[config.mk]
export PLATFORM = sky130hd
export DESIGN_NAME = mem_wb_writeback
export DESIGN_NICKNAME = d
export VERILOG_FILES = /design/src/rtl/mips_pkg.sv /design/src/rtl/load_align.sv /design/src/rtl/mem_wb_writeback.sv
export SDC_FILE = /design/constraint.sdc
export NUM_CORES = 1
export LEC_CHECK = 0
export BUFFER_PORTS_ARGS = -buffer_cell sky130_fd_sc_hd__buf_2
export CAP_MARGIN = 20
export CORE_MARGIN = 1.5
export CORE_UTILIZATION = 45
export DETAILED_ROUTE_END_ITERATION = 12
export GPL_ROUTABILITY_DRIVEN = 0
export PLACE_DENSITY = 0.72
export SETUP_SLACK_MARGIN = 0.02
export SYNTH_ARGS = -nofsm -noshare
export SYNTH_HDL_FRONTEND = slang
export SYNTH_SLANG_ARGS = --single-unit
[constraint.sdc]
create_clock -name clk -period 6.3 [get_ports clk]
set_clock_uncertainty 0.15 [all_clocks]
set_input_delay 1.26 -clock clk [delete_from_list [all_inputs] [get_ports clk]]
set_output_delay 1.26 -clock clk [all_outputs]
set_load 0.01 [all_outputs]
[src/rtl/mips_pkg.sv]
// mips_pkg: shared types and constants for the MIPS core back end.
//   DATA_W    datapath width (load-lane logic assumes 32)
//   REG_AW    register address width (32 architectural registers)
//   wb_sel_t  write-back source select; encoding 3 is reserved and behaves as ALU
//   ld_size_t load size; encoding 3 behaves as word
//   ext8/ext16 sign- or zero-extension helpers used by the load aligner
package mips_pkg;

  localparam int DATA_W = 32;
  localparam int REG_AW = 5;

  typedef enum logic [1:0] {
    WB_ALU  = 2'd0,
    WB_LOAD = 2'd1,
    WB_LINK = 2'd2
  } wb_sel_t;

  typedef enum logic [1:0] {
    LD_B = 2'd0,
    LD_H = 2'd1,
    LD_W = 2'd2
  } ld_size_t;

  function automatic logic [31:0] ext8(input logic [7:0] v, input logic uns);
    return uns ? {24'd0, v} : {{24{v[7]}}, v};
  endfunction

  function automatic logic [31:0] ext16(input logic [15:0] v, input logic uns);
    return uns ? {16'd0, v} : {{16{v[15]}}, v};
  endfunction

endpackage

[src/rtl/load_align.sv]
// load_align: combinational little-endian load lane selection and extension.
//   word_i       raw aligned 32-bit word from data memory
//   addr_i       low two bits of the byte address
//   size_i       0=byte, 1=half, 2/3=word
//   unsigned_i   1=zero-extend, 0=sign-extend
//   data_o       aligned, extended load value
//   misaligned_o half at an odd address, or word at a non-zero offset
module load_align
  import mips_pkg::*;
(
  input  logic [DATA_W-1:0] word_i,
  input  logic [1:0]        addr_i,
  input  logic [1:0]        size_i,
  input  logic              unsigned_i,
  output logic [DATA_W-1:0] data_o,
  output logic              misaligned_o
);

  logic [7:0]  byte_s;
  logic [15:0] half_s;

  // Pick the addressed byte and half-word lanes.
  always_comb begin
    case (addr_i)
      2'd0:    byte_s = word_i[7:0];
      2'd1:    byte_s = word_i[15:8];
      2'd2:    byte_s = word_i[23:16];
      default: byte_s = word_i[31:24];
    endcase
    half_s = addr_i[1] ? word_i[31:16] : word_i[15:0];
  end

  // Extend by size; size 3 is treated as a full word.
  always_comb begin
    case (size_i)
      LD_B: begin
        data_o       = ext8(byte_s, unsigned_i);
        misaligned_o = 1'b0;
      end
      LD_H: begin
        data_o       = ext16(half_s, unsigned_i);
        misaligned_o = addr_i[0];
      end
      default: begin
        data_o       = word_i;
        misaligned_o = (addr_i != 2'd0);
      end
    endcase
  end

endmodule

[src/rtl/mem_wb_writeback.sv]
// mem_wb_writeback: MEM/WB pipeline register, write-back select and retire counter.
//   clk, rst            rising-edge clock, asynchronous active-high reset
//   stall, flush        hold the stage / invalidate the stage (flush wins)
//   in_*                memory-stage instruction fields
//   wb_a3/wb_wd3/wb_we3 register bank write port
//   fwd_valid/dst/data  forwarding tap, identical to the write port
//   load_err            the held instruction is a misaligned load (write suppressed)
//   retired_count       instructions retired, modulo 2^32
module mem_wb_writeback
  import mips_pkg::*;
(
  input  logic              clk,
  input  logic              rst,
  input  logic              stall,
  input  logic              flush,
  input  logic              in_valid,
  input  logic              in_reg_we,
  input  logic [REG_AW-1:0] in_dst,
  input  logic [1:0]        in_wb_sel,
  input  logic [DATA_W-1:0] in_alu_result,
  input  logic [DATA_W-1:0] in_load_data,
  input  logic [DATA_W-1:0] in_pc_plus8,
  input  logic [1:0]        in_load_size,
  input  logic              in_load_unsigned,
  output logic [REG_AW-1:0] wb_a3,
  output logic [DATA_W-1:0] wb_wd3,
  output logic              wb_we3,
  output logic              fwd_valid,
  output logic [REG_AW-1:0] fwd_dst,
  output logic [DATA_W-1:0] fwd_data,
  output logic              load_err,
  output logic [31:0]       retired_count
);

  logic              valid_q, valid_d;
  logic              reg_we_q, reg_we_d;
  logic [REG_AW-1:0] dst_q, dst_d;
  logic [1:0]        wb_sel_q, wb_sel_d;
  logic [DATA_W-1:0] alu_q, alu_d;
  logic [DATA_W-1:0] load_q, load_d;
  logic [DATA_W-1:0] pc8_q, pc8_d;
  logic [1:0]        size_q, size_d;
  logic              uns_q, uns_d;
  logic [31:0]       retired_count_q, retired_count_d;

  logic [DATA_W-1:0] load_val_s;
  logic              misaligned_s;

  load_align u_load_align (
    .word_i       (load_q),
    .addr_i       (alu_q[1:0]),
    .size_i       (size_q),
    .unsigned_i   (uns_q),
    .data_o       (load_val_s),
    .misaligned_o (misaligned_s)
  );

  // Next-state for the stage register and the retire counter.
  always_comb begin
    valid_d  = valid_q;
    reg_we_d = reg_we_q;
    dst_d    = dst_q;
    wb_sel_d = wb_sel_q;
    alu_d    = alu_q;
    load_d   = load_q;
    pc8_d    = pc8_q;
    size_d   = size_q;
    uns_d    = uns_q;
    if (flush) begin
      // Only the valid bit matters; the payload may hold.
      valid_d = 1'b0;
    end else if (stall) begin
      valid_d = valid_q;
    end else begin
      valid_d  = in_valid;
      reg_we_d = in_reg_we;
      dst_d    = in_dst;
      wb_sel_d = in_wb_sel;
      alu_d    = in_alu_result;
      load_d   = in_load_data;
      pc8_d    = in_pc_plus8;
      size_d   = in_load_size;
      uns_d    = in_load_unsigned;
    end
    // An instruction retires when it leaves the stage, flushed or not.
    if (valid_q && !stall) begin
      retired_count_d = retired_count_q + 32'd1;
    end else begin
      retired_count_d = retired_count_q;
    end
  end

  // Stage and counter registers with asynchronous clear.
  always_ff @(posedge clk or posedge rst) begin
    if (rst) begin
      valid_q         <= 1'b0;
      reg_we_q        <= 1'b0;
      dst_q           <= '0;
      wb_sel_q        <= 2'd0;
      alu_q           <= '0;
      load_q          <= '0;
      pc8_q           <= '0;
      size_q          <= 2'd0;
      uns_q           <= 1'b0;
      retired_count_q <= 32'd0;
    end else begin
      valid_q         <= valid_d;
      reg_we_q        <= reg_we_d;
      dst_q           <= dst_d;
      wb_sel_q        <= wb_sel_d;
      alu_q           <= alu_d;
      load_q          <= load_d;
      pc8_q           <= pc8_d;
      size_q          <= size_d;
      uns_q           <= uns_d;
      retired_count_q <= retired_count_d;
    end
  end

  // Write-back data select; reserved select 3 falls through to ALU.
  // All-zero stage contents make the write data zero under reset.
  always_comb begin
    case (wb_sel_q)
      WB_LOAD: wb_wd3 = load_val_s;
      WB_LINK: wb_wd3 = pc8_q;
      default: wb_wd3 = alu_q;
    endcase
  end

  assign load_err      = valid_q & (wb_sel_q == WB_LOAD) & misaligned_s;
  assign wb_we3        = valid_q & reg_we_q & (dst_q != '0) & ~load_err;
  assign wb_a3         = dst_q;
  assign fwd_valid     = wb_we3;
  assign fwd_dst       = wb_a3;
  assign fwd_data      = wb_wd3;
  assign retired_count = retired_count_q;

endmodule

==> results of run 1 <==
==> cell type report <==
type	count	area, sq um	share of cell area (%)
diodes	2	5.00	0.0584
clock buffers	18	439	5.13
clock inverters	14	144	1.68
inverters	7	31.3	0.365
multi-input cells	391	3050	35.6
flip-flops and latches	140	3500	40.9
well taps	188	235	2.75
repair buffers	224	1160	13.5
==> power by group <==
group          internal (mW)  switching [mW]
logic                  0.305           0.352
registers               1.01           0.108
clock network          0.594           0.397
==> metal layers <==
metal	GRT usage (%)	share of wire, %
met2	35.3	47
met4	6.15	1.1
met5	0	0
met3	7.18	6.7
met1	30.0	46
==> registers in the layout, summed over array words and instances, names as in the netlist <==
register and flops:
load_q 32, uns_q 1, retired_count 32, reg_we_q 1
alu_q 32, pc8_q 32, fwd_dst 5, wb_sel_q 2
valid_q 1, size_q 2
==> worst min path at each step <==
stage / start / to / slack (ps)
2_1_floorplan: pc8_q[10] / pc8_q[10] / 330
3_3_place_gp: retired_count[7] / retired_count[7] / 330
3_5_place_dp: retired_count[31] / retired_count[31] / 330
4_1_cts: retired_count[31] / retired_count[31] / 340
5_1_grt: retired_count[31] / retired_count[31] / 360
6_report: retired_count[31] / retired_count[31] / 340
==> per-stage QoR <==
step	hold WS [ps]	cells
floorplan	331	609
global placement	328	949
detailed placement	330	949
CTS	345	981
global route	357	982
finish	337	984
==> cells in the final DEF, fill, tap and decap left out, types with 9 or more instances in the layout <==
master       n
nand3_1     10
o211ai_1    24
o21ai_0     15
mux2i_1      9
clkbuf_16   17
mux2_2     104
nand2_1     60
nor2_1      18
dfrtp_1    140
a22oi_1     16
nand4_1     10
xnor2_1     24
a21oi_1     24
buf_2      220
==> cell families after synthesis <==
| logic type | count (synthesis) | share of synthesized area, % |
|---|---|---|
| AO/OA/AOI/OAI | 103 | 9.91 |
| multiplexers | 114 | 18.3 |
| adder cells (fa/ha/maj) | 3 | 0.536 |
| buffers and inverters | 78 | 6.62 |
| AND/OR/NAND/NOR | 140 | 10.7 |
| flip-flops | 140 | 50.0 |
| XOR/XNOR | 31 | 3.87 |
==> impl_metrics.yaml, run 1 <==
clock_tree:
  root_buffer: "clkbuf_16"
  cts_buffers: 17
  clk_pin_slew_ps: 60
  clock_path_buffers: 2
  htree_levels: 4
  cts_resized: 0
  cts.sinks: 140
  clk_latency_ps: 420
  cts_tree: "done"
  postCtsSetupBuffers: 0
  cts_hold_buf: 0
global_route:
  grt_pass1_vias: 5325
  grtUsageTotal_pct: 22.4
  grt-ovfl-total: 0
  grt_pass1_wl_um: 28200
  grt_max_degree: 107
  antenna_found_initial: 1
cells_and_area:
  area_growth_pct: 22.2
  post-route-util_pct: 56.3
  final_cell_area_sq_um: 8560
  drive_gt1_share_pct: 46.9
  nFillCells: 1377
  nets: 896
worst_hold_path:
  min_delay_path_depth: 1
  hold_path_class: "reg2reg"
critical_path:
  reg2reg_from: "retired_count[8]"
  critPathLaunch: "alu_q[1]"
  crit_path_end: "fwd_data[14]"
  crit_type: "reg2out"
  crit_arrival_ps: 2980
  critPathBufInv: 1
  path_cells: "mux4_2 -> nor3b_2 -> o221ai_1 -> o211ai_1 -> buf_2"
  reg2reg_to: "retired_count[31]"
  crit_family: "flip-flops"
  critPathMaxStageDelay_ps: 990
  startpoint_type: "flip-flop"
  rrSetupSlack_ps: 4160
  reg2regPathDepth: 4
  required_ps: 4890
  crit_path_end_kind: "output pin"
  worstPathMaxFanout: 27
  crit_slowest_cell: "dfrtp_1"
  cp_num_cells: 5
timing:
  fmax_mhz: 228
  slew_headroom_pct: 34.4
  rsz0062_at_grt: "false"
  finalSetupViolations: 0
  fin_crit_sh_pct: 69.6
  finalHoldViolations: 0
  finalCriticalPeriod_ps: 4390
  maxSlewViolCount: 0
  setup-tns-final_ps: 0
  worst_slack_ps: 1910
  tightest_slew_ps: 985
logic_synthesis:
  ys_seq_elements: 140
  synth.avg_cell_area_sq_um: 11.5
  syn_inst: 609
  ys_types: 44
  synthTopCellsByArea: "dfrtp_1 50%, mux2_2 17%, buf_4 4.1%"
  synth_common_cells: "140 x dfrtp_1, 104 x mux2_2, 60 x nand2_1"
  syn-cell-area_sq_um: 7010
  synth_fp_nets: 724
  ys_seq_area_share_pct: 50.0
  synth-edff-count: 0
  yosysMostFrequentCell: "dfrtp_1"
  ys_warn_count: 0
  synth_flop_cell: "dfrtp_1"
  synth_top_area_cell: "dfrtp_1"
  yosysTopAreaCellShare_pct: 50.0
  async_flop_share_pct: 100
power_and_ir_drop:
  p_per_area_nw_per_um2: 323
  finalPower_mw: 2.77
  p_leak_nw: 4.04
  ir_drop_mv: 0.197
floorplanning:
  initial_core_util_pct: 46.1
  coreArea_sq_um: 15200
  die_width_um: 128
  io_pins: 221
  rows: 45
  die-area_sq_um: 16300
  die_y_um: 128
route:
  dr.pass1.iters: 4
  drc: 0
  ant_nets: 0
  first_iter_violations: 271
  detail_route.wirelength_um: 17600
  viasPerCell: 5.41
  wl_per_cell_um: 17.9
  via_count: 5327
flow_run:
  maxCapViolations: 0
place:
  place_area_sq_um: 7960
  hpwl_um: 12200
  io_buffers: 220
  place_ws_ps: 2200
status:
  outcome: "completed"
Power figures use the tool's default switching activity.
==> run 2, diff against run 1 <==
- ABC_AREA: unset -> 1
- PLACE_DENSITY: 0.72 -> 0.71
- clock period: 6.3 -> 4.1 ns (I/O delays scaled with it)
==> run 2 against run 1 <==
Design area rose by 7.6%. Non-clock buffer count increased by 4. Critical endpoint is now fwd_valid. Area after synthesis rose by 8.9%. Clock power up 51%. Sequential share of layout area shrank 2.9 points.
==> impl_metrics.yaml, run 2 <==
status:
  outcome: "completed"
timing:
  finalCriticalPeriod_ps: 3500
  setup-tns-final_ps: 0
  finalHoldViolations: 0
  tightest_slew_ps: 758
  maxSlewViolCount: 0
  fin_crit_sh_pct: 85.4
  holdWs_ps: 339
  slew_headroom_pct: 49.4
  finalSetupViolations: 0
  fmax_mhz: 285
  rsz0062_at_grt: "false"
logic_synthesis:
  synth-edff-count: 0
  synth.avg_cell_area_sq_um: 8.46
  yosysTopAreaCellShare_pct: 45.9
  ys_warn_count: 0
  synth_common_cells: "226 x nand2_1, 140 x dfrtp_1, 82 x a21oi_1"
  synthTopCellsByArea: "dfrtp_1 46%, nand2_1 11%, mux2_2 9.6%"
  yosysMostFrequentCell: "nand2_1"
  ys_seq_elements: 140
  ys_seq_area_share_pct: 45.9
  async_flop_share_pct: 100
  synth_top_area_cell: "dfrtp_1"
  syn-cell-area_sq_um: 7630
  synth_flop_cell: "dfrtp_1"
  ys_types: 38
  syn_inst: 902
  synth_fp_nets: 1017
critical_path:
  startpoint_type: "flip-flop"
  critPathMaxStageDelay_ps: 570
  reg2regPathDepth: 8
  path_cells: "inv_1 -> ha_1 -> inv_1 -> nor4_1 -> nor4_1 -> buf_2"
  reg2reg_from: "valid_q"
  crit_path_end_kind: "output pin"
  crit_path_end: "fwd_valid"
  crit_type: "reg2out"
  cp_num_cells: 6
  crit_family: "buffers and inverters"
  critPathLaunch: "wb_sel_q[1]"
  reg2reg_to: "retired_count[28]"
  crit_slowest_cell: "nor4_1"
  required_ps: 3130
  rrSetupSlack_ps: 2200
  critPathBufInv: 3
  crit_arrival_ps: 2530
  worstPathMaxFanout: 24
cells_and_area:
  nFillCells: 1546
  final_common_cell: "nand2_1"
  area_growth_pct: 20.7
  mostFrequentLayoutCells: "226 x nand2_1, 220 x buf_2, 140 x dfrtp_1"
  nets: 1187
  drive_gt1_share_pct: 33.0
power_and_ir_drop:
  p_switching_mw: 1.55
  seqPwrFrac_pct: 38.2
  ir_drop_mv: 0.325
  clkPwrFrac_pct: 34.2
  p_per_area_nw_per_um2: 476
  p_int_mw: 2.84
  pwr-share-comb_pct: 27.6
  switching_share_pct: 35.3
  p_leak_nw: 4.45
floorplanning:
  initial_core_util_pct: 46.0
  io_pins: 221
  die_y_um: 133
  rows: 47
  die-area_sq_um: 17800
  die_width_um: 133
  coreArea_sq_um: 16600
clock_tree:
  postCtsSetupBuffers: 0
  cts_hold_buf: 0
  clk_latency_ps: 420
  cts_resized: 0
  cts_buffers: 17
  clk_pin_slew_ps: 60
  cts.sinks: 140
  root_buffer: "clkbuf_16"
  clock_path_buffers: 2
  cts_tree: "done"
  htree_levels: 4
flow_run:
  maxCapViolations: 0
global_route:
  grt-ovfl-total: 0
  grt_pass1_wl_um: 32600
  grt_max_degree: 81
  grt_pass1_vias: 6349
  grtUsageTotal_pct: 23.7
  antenna_found_initial: 1
route:
  first_iter_violations: 443
  viasPerCell: 5.12
  detail_route.wirelength_um: 20400
  dr.pass1.iters: 5
  wl_per_cell_um: 15.6
  via_count: 6684
  drc: 0
  ant_nets: 0
worst_hold_path:
  hold_path_class: "in2async"
place:
  io_buffers: 220
  hpwl_um: 14700
==> run 2: worst min-delay path by stage <==
stage,startpoint,to
after floorplan,pc8_q[10],pc8_q[10]
after global placement,alu_q[17],alu_q[17]
after detailed placement,alu_q[9],alu_q[9]
after CTS,rst,reg_we_q
after global routing,alu_q[28],alu_q[28]
final,rst,fwd_dst[0]
==> run 2: metrics by stage <==
stage	instances	utilization (%)	power, mW	instance area [sq um]	worst slack [ps]
3_5_place_dp	1273	52.1	2.91	8630	1020
5_1_grt	1306	55.5	4.64	9210	367
2_1_floorplan	902	-	2.59	7640	1380
6_report	1306	55.5	4.39	9210	597
4_1_cts	1305	55.5	4.43	9210	559
3_3_place_gp	1273	52.1	2.89	8630	1030
==> run 2: worst reg2reg max path, cell delays in order (launching register included) <==
cell and delay (ps):
dfrtp_1 400, inv_2 100, nor2_4 330, nand2_2 140, nor2_4 170, nand3_2 130, nor2_2 140, nand2_1 90
xor2_1 140
==> run 2: final cells by class <==
| class | instances | area (sq um) | share of cell area [%] |
|---|---|---|---|
| clock buffers | 17 | 425 | 4.62 |
| inverters | 68 | 262 | 2.84 |
| well taps | 220 | 275 | 2.99 |
| diodes | 1 | 2.50 | 0.0272 |
| repair buffers | 228 | 1200 | 13.0 |
| multi-input cells | 617 | 3400 | 36.9 |
| clock inverters | 15 | 148 | 1.60 |
| flip-flops and latches | 140 | 3500 | 38.0 |
==> run 2: power by group through the flow <==
stage | Clock, mW | Sequential [mW] | Combinational (mW)
floorplan | 0 | 1.68 | 0.913
global placement | 0 | 1.69 | 1.20
detailed placement | 0 | 1.70 | 1.21
CTS | 1.53 | 1.67 | 1.22
global route | 1.59 | 1.70 | 1.35
finish | 1.50 | 1.68 | 1.21
==> run 2: kinds of logic (layout without fill, tap and decap cells) <==
kind of cell	after synthesis	after routing	share of synthesized area, %
and+or+nand+nor	372	372	21.3
AOI/OAI and AO/OA	159	159	11.0
buffers and inverters	145	328	9.69
DFF	140	140	45.9
muxes	65	65	9.59
xor gates and xnor gates	18	18	2.07
adders and majority gates	3	3	0.492
other	0	1	0
==> run 2: layer usage <==
layer / part of all wire (%) / global-route usage [%] / vias up
met5: 0 / 0 / -
met4: 1.9 / 7.67 / 0
met3: 6.0 / 5.02 / 27
met2: 47 / 37.8 / 239
met1: 45 / 32.4 / 3165
li1: - / - / 3253
